## config.mk

```make
export PLATFORM = sky130hd
export DESIGN_NAME = sc_tx_arbiter
export DESIGN_NICKNAME = d
export VERILOG_FILES = /design/src/rtl/sc_pkg.sv /design/src/rtl/sc_rr_pick.sv /design/src/rtl/sc_tx_arbiter.sv
export SDC_FILE = /design/constraint.sdc
export NUM_CORES = 1
export LEC_CHECK = 0
export BUFFER_PORTS_ARGS = -buffer_cell sky130_fd_sc_hd__buf_2
export CORE_AREA = 3 3 166 168
export DETAILED_ROUTE_END_ITERATION = 10
export DIE_AREA = 0 0 169 171
export GPL_ROUTABILITY_DRIVEN = 1
export HOLD_SLACK_MARGIN = 0.05
export SYNTH_ARGS = -nofsm -noshare
export SYNTH_HDL_FRONTEND = slang
export SYNTH_SLANG_ARGS = --single-unit
```

## constraint.sdc

```tcl
create_clock -name clk -period 3.4 [get_ports clk]
set_input_delay 0.51 -clock clk [delete_from_list [all_inputs] [get_ports clk]]
set_output_delay 0.51 -clock clk [all_outputs]
set_load 0.1 [all_outputs]
```

## src/rtl/sc_pkg.sv

```systemverilog
// Shared types and constants for the slow-control TX arbiter.
// State encodings, default watchdog limit, requester indices.
package sc_pkg;

  typedef enum logic [2:0] {
    ST_IDLE = 3'b001,
    ST_BUSY = 3'b010,
    ST_GAP  = 3'b100
  } state_t;

  localparam logic [15:0] SC_TIMEOUT_DEF = 16'hFFFF;

  localparam int SC_REQ_RXERR  = 0;
  localparam int SC_REQ_RPLY   = 1;
  localparam int SC_REQ_DECERR = 2;

  function automatic int idx_w(input int n);
    return (n > 1) ? $clog2(n) : 1;
  endfunction

endpackage

```

## src/rtl/sc_rr_pick.sv

```systemverilog
// Combinational round-robin picker: first set req bit
// searching upward from ptr+1, wrapping modulo N.
module sc_rr_pick
  import sc_pkg::*;
#(
  parameter int N  = 3,
  parameter int IW = idx_w(N)
) (
  input  logic [N-1:0]  req,
  input  logic [IW-1:0] ptr,
  output logic [N-1:0]  win,
  output logic [IW-1:0] idx
);

  int  j;
  logic found;

  always_comb begin
    win   = '0;
    idx   = '0;
    found = 1'b0;
    j     = 0;
    for (int k = 1; k <= N; k++) begin
      j = (int'(ptr) + k) % N;
      if (!found && req[j]) begin
        found  = 1'b1;
        win[j] = 1'b1;
        idx    = IW'(j);
      end
    end
  end

endmodule

```

## src/rtl/sc_tx_arbiter.sv

```systemverilog
// Round-robin owner of the UDP TX port with a hung-source watchdog.
// SC_TXARB_STATS_EN builds the per-source grant counters.
module sc_tx_arbiter
  import sc_pkg::*;
#(
  parameter int               N_REQ   = 3,
  parameter int               TO_W    = 16,
  parameter logic [TO_W-1:0]  TIMEOUT = TO_W'(SC_TIMEOUT_DEF)
) (
  input  logic                  clk,
  input  logic                  rstn,
  input  logic [N_REQ-1:0]      req,
  input  logic [N_REQ-1:0]      done,
  input  logic [N_REQ-1:0]      start,
  input  logic [8*N_REQ-1:0]    data,
  input  logic [16*N_REQ-1:0]   src_port,
  input  logic [16*N_REQ-1:0]   dst_port,
  input  logic [32*N_REQ-1:0]   dst_ip,
  input  logic [16*N_REQ-1:0]   length,
  output logic [N_REQ-1:0]      grant,
  output logic                  tx_req,
  input  logic                  tx_ack,
  output logic                  tx_start,
  output logic                  tx_done,
  output logic                  tx_stop,
  output logic [7:0]            tx_data,
  output logic [15:0]           tx_src_port,
  output logic [15:0]           tx_dst_port,
  output logic [15:0]           tx_length,
  output logic [31:0]           tx_dst_ip,
  output logic                  timeout_pulse,
  output logic [N_REQ-1:0]      timeout_src,
  output logic [7:0]            timeout_count,
  output logic [16*N_REQ-1:0]   grant_count
);

  localparam int              IW      = idx_w(N_REQ);
  localparam bit              WD_EN   = (TIMEOUT != '0);
  localparam logic [TO_W-1:0] TO_LAST = TIMEOUT - TO_W'(1);

  state_t            state, state_d;
  logic [N_REQ-1:0]  grant_d, tsrc_d, pick_oh;
  logic [IW-1:0]     ptr, ptr_d, cur, cur_d, pick_idx;
  logic [TO_W-1:0]   wdog, wdog_d;
  logic              pulse_d;
  logic [7:0]        tcnt_d;

  sc_rr_pick #(.N(N_REQ), .IW(IW)) u_pick (
    .req (req),
    .ptr (ptr),
    .win (pick_oh),
    .idx (pick_idx)
  );

  always_ff @(posedge clk) begin
    if (!rstn) begin
      state         <= ST_IDLE;
      grant         <= '0;
      ptr           <= IW'(N_REQ - 1);
      cur           <= '0;
      wdog          <= '0;
      timeout_pulse <= 1'b0;
      timeout_src   <= '0;
      timeout_count <= '0;
    end else begin
      state         <= state_d;
      grant         <= grant_d;
      ptr           <= ptr_d;
      cur           <= cur_d;
      wdog          <= wdog_d;
      timeout_pulse <= pulse_d;
      timeout_src   <= tsrc_d;
      timeout_count <= tcnt_d;
    end
  end

  always_comb begin
    state_d = state;
    grant_d = grant;
    ptr_d   = ptr;
    cur_d   = cur;
    wdog_d  = wdog;
    pulse_d = 1'b0;
    tsrc_d  = timeout_src;
    tcnt_d  = timeout_count;
    tx_req  = 1'b0;
    case (state)
      ST_IDLE: begin
        tx_req = |req;
        if (tx_ack && (|req)) begin
          grant_d = pick_oh;
          cur_d   = pick_idx;
          wdog_d  = '0;
          state_d = ST_BUSY;
        end
      end
      ST_BUSY: begin
        tx_req = |req;
        wdog_d = wdog + TO_W'(1);
        // done takes priority over a same-cycle watchdog expiry
        if (done[cur]) begin
          grant_d = '0;
          ptr_d   = cur;
          state_d = ST_GAP;
        end else if (WD_EN && wdog == TO_LAST) begin
          grant_d = '0;
          ptr_d   = cur;
          pulse_d = 1'b1;
          tsrc_d  = grant;
          if (timeout_count != 8'hFF) tcnt_d = timeout_count + 8'd1;
          state_d = ST_GAP;
        end
      end
      ST_GAP: begin
        state_d = ST_IDLE;
      end
      default: begin
        state_d = ST_IDLE;
        grant_d = '0;
      end
    endcase
  end

  always_comb begin
    tx_data     = '0;
    tx_src_port = '0;
    tx_dst_port = '0;
    tx_length   = '0;
    tx_dst_ip   = '0;
    for (int i = 0; i < N_REQ; i++) begin
      if (grant[i]) begin
        tx_data     |= data[8*i +: 8];
        tx_src_port |= src_port[16*i +: 16];
        tx_dst_port |= dst_port[16*i +: 16];
        tx_length   |= length[16*i +: 16];
        tx_dst_ip   |= dst_ip[32*i +: 32];
      end
    end
  end

  assign tx_start = |(grant & start);
  assign tx_done  = (grant == '0) | (|(grant & done));
  assign tx_stop  = 1'b1;

`ifdef SC_TXARB_STATS_EN
  logic        take;
  logic [15:0] gcnt [N_REQ];

  assign take = (state == ST_IDLE) && tx_ack && (|req);

  always_ff @(posedge clk) begin
    if (!rstn) begin
      for (int i = 0; i < N_REQ; i++) gcnt[i] <= '0;
    end else if (take) begin
      for (int i = 0; i < N_REQ; i++)
        if (pick_oh[i] && gcnt[i] != 16'hFFFF)
          gcnt[i] <= gcnt[i] + 16'd1;
    end
  end

  always_comb begin
    grant_count = '0;
    for (int i = 0; i < N_REQ; i++)
      grant_count[16*i +: 16] = gcnt[i];
  end
`else
  assign grant_count = '0;
`endif

endmodule

```

==> flow_summary.json <==
{
  "pin_count": 431,
  "worstHoldEndpoint": "wdog[14]$_SDFFE_PN0P_",
  "hold_depth": 2,
  "synth-async-reset-ratio": 0,
  "status": "complete, no violations",
  "viasPerCell": 4.63,
  "top_layer_used": "met4",
  "syn_to_final_growth_pct": 55.7,
  "layout.cells.most_common": "buf_2",
  "clock_path_buffers": 2,
  "crit_path_cell_trace": "buf_4 -> a222oi_1 -> inv_1 -> buf_2",
  "yosys-mux-area-fraction": 0.0221,
  "io_buffers": 381,
  "finalNetCount": 1152,
  "syn_avg_cell_area_um2": 7.38,
  "wirelength_um": 24400,
  "cp-startpoint": "grant[2]$_SDFFE_PN0P_",
  "slew_violations": 0,
  "cts_tree": "done",
  "yosysWarnings": 0,
  "place_congestion": 0.919,
  "synth_xor_xnor_area_share": 0.00227,
  "die-area_um2": 28900,
  "crit_arrival_ns": 2.66,
  "dp_slack_ns": 0.492,
  "synth_top_area_frac": 0.234,
  "cts_resized": 0,
  "rows": 59,
  "drt-met1-wl_um": 9290,
  "ys_seq_area_frac": 0.198,
  "met3WireLength_um": 4210,
  "finalSetupViolations": 0,
  "min_from": "wdog[14]$_SDFFE_PN0P_",
  "p_leak_nw": 3.64,
  "yosys.area_share.adder": 0.0227,
  "clock_latency_ns": 0.28,
  "postCtsHoldBufs": 0,
  "synth-simple-area-share": 0.183,
  "post-route-min-period_ns": 3.17,
  "initial_core_util": 0.148,
  "worst_slack_ns": 0.232,
  "synthCells": 522,
  "report.final.hold_viol_count": 0,
  "power.density_nw_per_um2": 376,
  "fmax_mhz": 316,
  "drc": 0,
  "ff2ff_setup_slack_ns": 1.23,
  "tns_ns": 0,
  "grt_pass1_wl_um": 31700,
  "grt-ovfl-total": 0,
  "synth_area_leaders": "a222oi_1 23%, dfxtp_1 20%, buf_4 9.7%",
  "die_w_um": 169,
  "holdWs_ns": 0.452,
  "p_total_mw": 2.25,
  "worst_slew_pin_slew_ns": 1.24,
  "worstReg2RegEnd": "cur[0]$_SDFFE_PN0P_",
  "drt_iter0_drc": 568,
  "drtPass1Iterations": 8,
  "ys.flop_type": "dfxtp_1",
  "crit_path_end_kind": "primary output",
  "via_count": 5585,
  "rsz0062_at_grt": "false",
  "final_antenna_net_count": 0,
  "cp_data_required_time_ns": 2.89,
  "wl_per_cell_um": 20.2,
  "htreeDepth": 2,
  "crit_fanout": 84,
  "cts.sink_count": 38,
  "drive_gt1_frac": 0.470,
  "finClkSkew_ns": 0.00358,
  "antenna_cells": 0,
  "hp-class": "reg2reg",
  "maxSlewHeadroom": 0.176,
  "post-route-period-util": 0.932,
  "track_usage": 0.146,
  "path_clk_slew_ns": 0.06,
  "die_y_um": 171,
  "synth_top_area_cell": "a222oi_1",
  "ir_worst_vdd_mv": 0.175,
  "syn-cell-area_um2": 3850,
  "reg2reg_depth": 7,
  "hpwl_um": 20500,
  "dr_wl_met2_um": 10600,
  "synth_cell_types": 56,
  "core_area_um2": 26100,
  "reg2reg_from": "ptr[0]$_SDFFE_PN0P_",
  "post-cts-setup-buffers": 0,
  "cts-root-buf": "clkbuf_16",
  "cts_buffers": 5,
  "cpMaxStageDelayCell": "a222oi_1",
  "grt_max_degree": 95,
  "antenna_found_initial": 0,
  "crit_type": "reg2out",
  "critPathLaunchType": "flop",
  "ys_ff_latch": 38,
  "final_cell_mix": "381 x buf_2, 97 x inv_1, 90 x a222oi_1",
  "utilization": 0.230,
  "grt_pass1_vias": 4904,
  "synth_compound_area_frac": 0.337,
  "critPathMaxStageDelay_ns": 0.88,
  "drv_cap": 0,
  "synth_edf_count": 0,
  "synth_top_family_by_area": "compound AO/OA/AOI/OAI gates"
}
-- critical path, delay by kind of cell (launching register included) --
| kind | cells | cell delay [ns] |
|---|---|---|
| buffers and inverters | 3 | 0.81 |
| flip-flops | 1 | 0.60 |
| AO/OA/AOI/OAI | 1 | 0.88 |
-- final cells by class --
class,instances,area [um2]
well taps,335,419
inverters,97,364
clock inverters,1,5.00
multi-input cells,344,2370
fillers,2984,20100
repair buffers,383,1920
clock buffers,7,143
flip-flops and latches,38,772
-- flip-flops by register name, indices dropped and copies added (netlist names) --
register,count
cur,2
grant,3
ptr,2
state,3
timeout_count,8
timeout_pulse,1
timeout_src,3
wdog,16
-- report_power, final --
group	leakage, nW	internal (mW)	switching (mW)
combinational	3.26	0.241	1.04
clock	0.0739	0.291	0.180
sequential	0.309	0.450	0.0463
total	3.64	0.982	1.27
-- how the worst max path moves through the flow --
stage,to,slack (ns),depth (start not counted)
after floorplan,tx_dst_ip[15],0.58,4
after global placement,tx_src_port[15],0.52,3
after detailed placement,tx_src_port[15],0.49,3
after CTS,tx_src_port[15],0.17,3
after global routing,tx_src_port[15],0.16,3
final,tx_length[14],0.23,4
-- per-layer routing --
| layer | up-vias | GRT usage |
|---|---|---|
| li1 | 2576 | - |
| met1 | 2621 | 0.186 |
| met2 | 372 | 0.218 |
| met3 | 16 | 0.0860 |
| met4 | 0 | 0.0229 |
| met5 | - | 0 |
-- cell families (layout without fill, tap and decap cells) --
family,after synthesis,count (layout)
xor gates and xnor gates,1,1
other,2,49
DFF,38,38
AOI/OAI and AO/OA,153,153
muxes,8,8
buffers and inverters,187,488
adders and majority gates,7,7
and+or+nand+nor,126,126
-- synth_stat cells (3+ instances only) --
| master | instances |
|---|---|
| inv_1 | 97 |
| or3_1 | 4 |
| ha_1 | 7 |
| o21ai_0 | 14 |
| nand4_1 | 8 |
| a31oi_1 | 5 |
| nand2b_1 | 8 |
| nor3_1 | 10 |
| nor2_1 | 21 |
| or2_2 | 3 |
| nand2_1 | 27 |
| a211oi_1 | 3 |
| nand3b_1 | 4 |
| dfxtp_1 | 38 |
| buf_4 | 50 |
| mux2_2 | 4 |
| nor3_4 | 3 |
| nand3_1 | 17 |
| clkbuf_1 | 33 |
| mux2i_1 | 4 |
| a21oi_1 | 20 |
| buf_1 | 4 |
| and3_1 | 6 |
| a222oi_1 | 90 |
-- stage by stage --
| step | std cells | cell area, um2 |
|---|---|---|
| after global placement | 1197 | 5850 |
| after CTS | 1205 | 6000 |
| after global routing | 1205 | 6000 |
| after floorplan | 569 | 4030 |
| final | 1205 | 6000 |
| after detailed placement | 1197 | 5850 |
(Power assumes the default switching activity.)
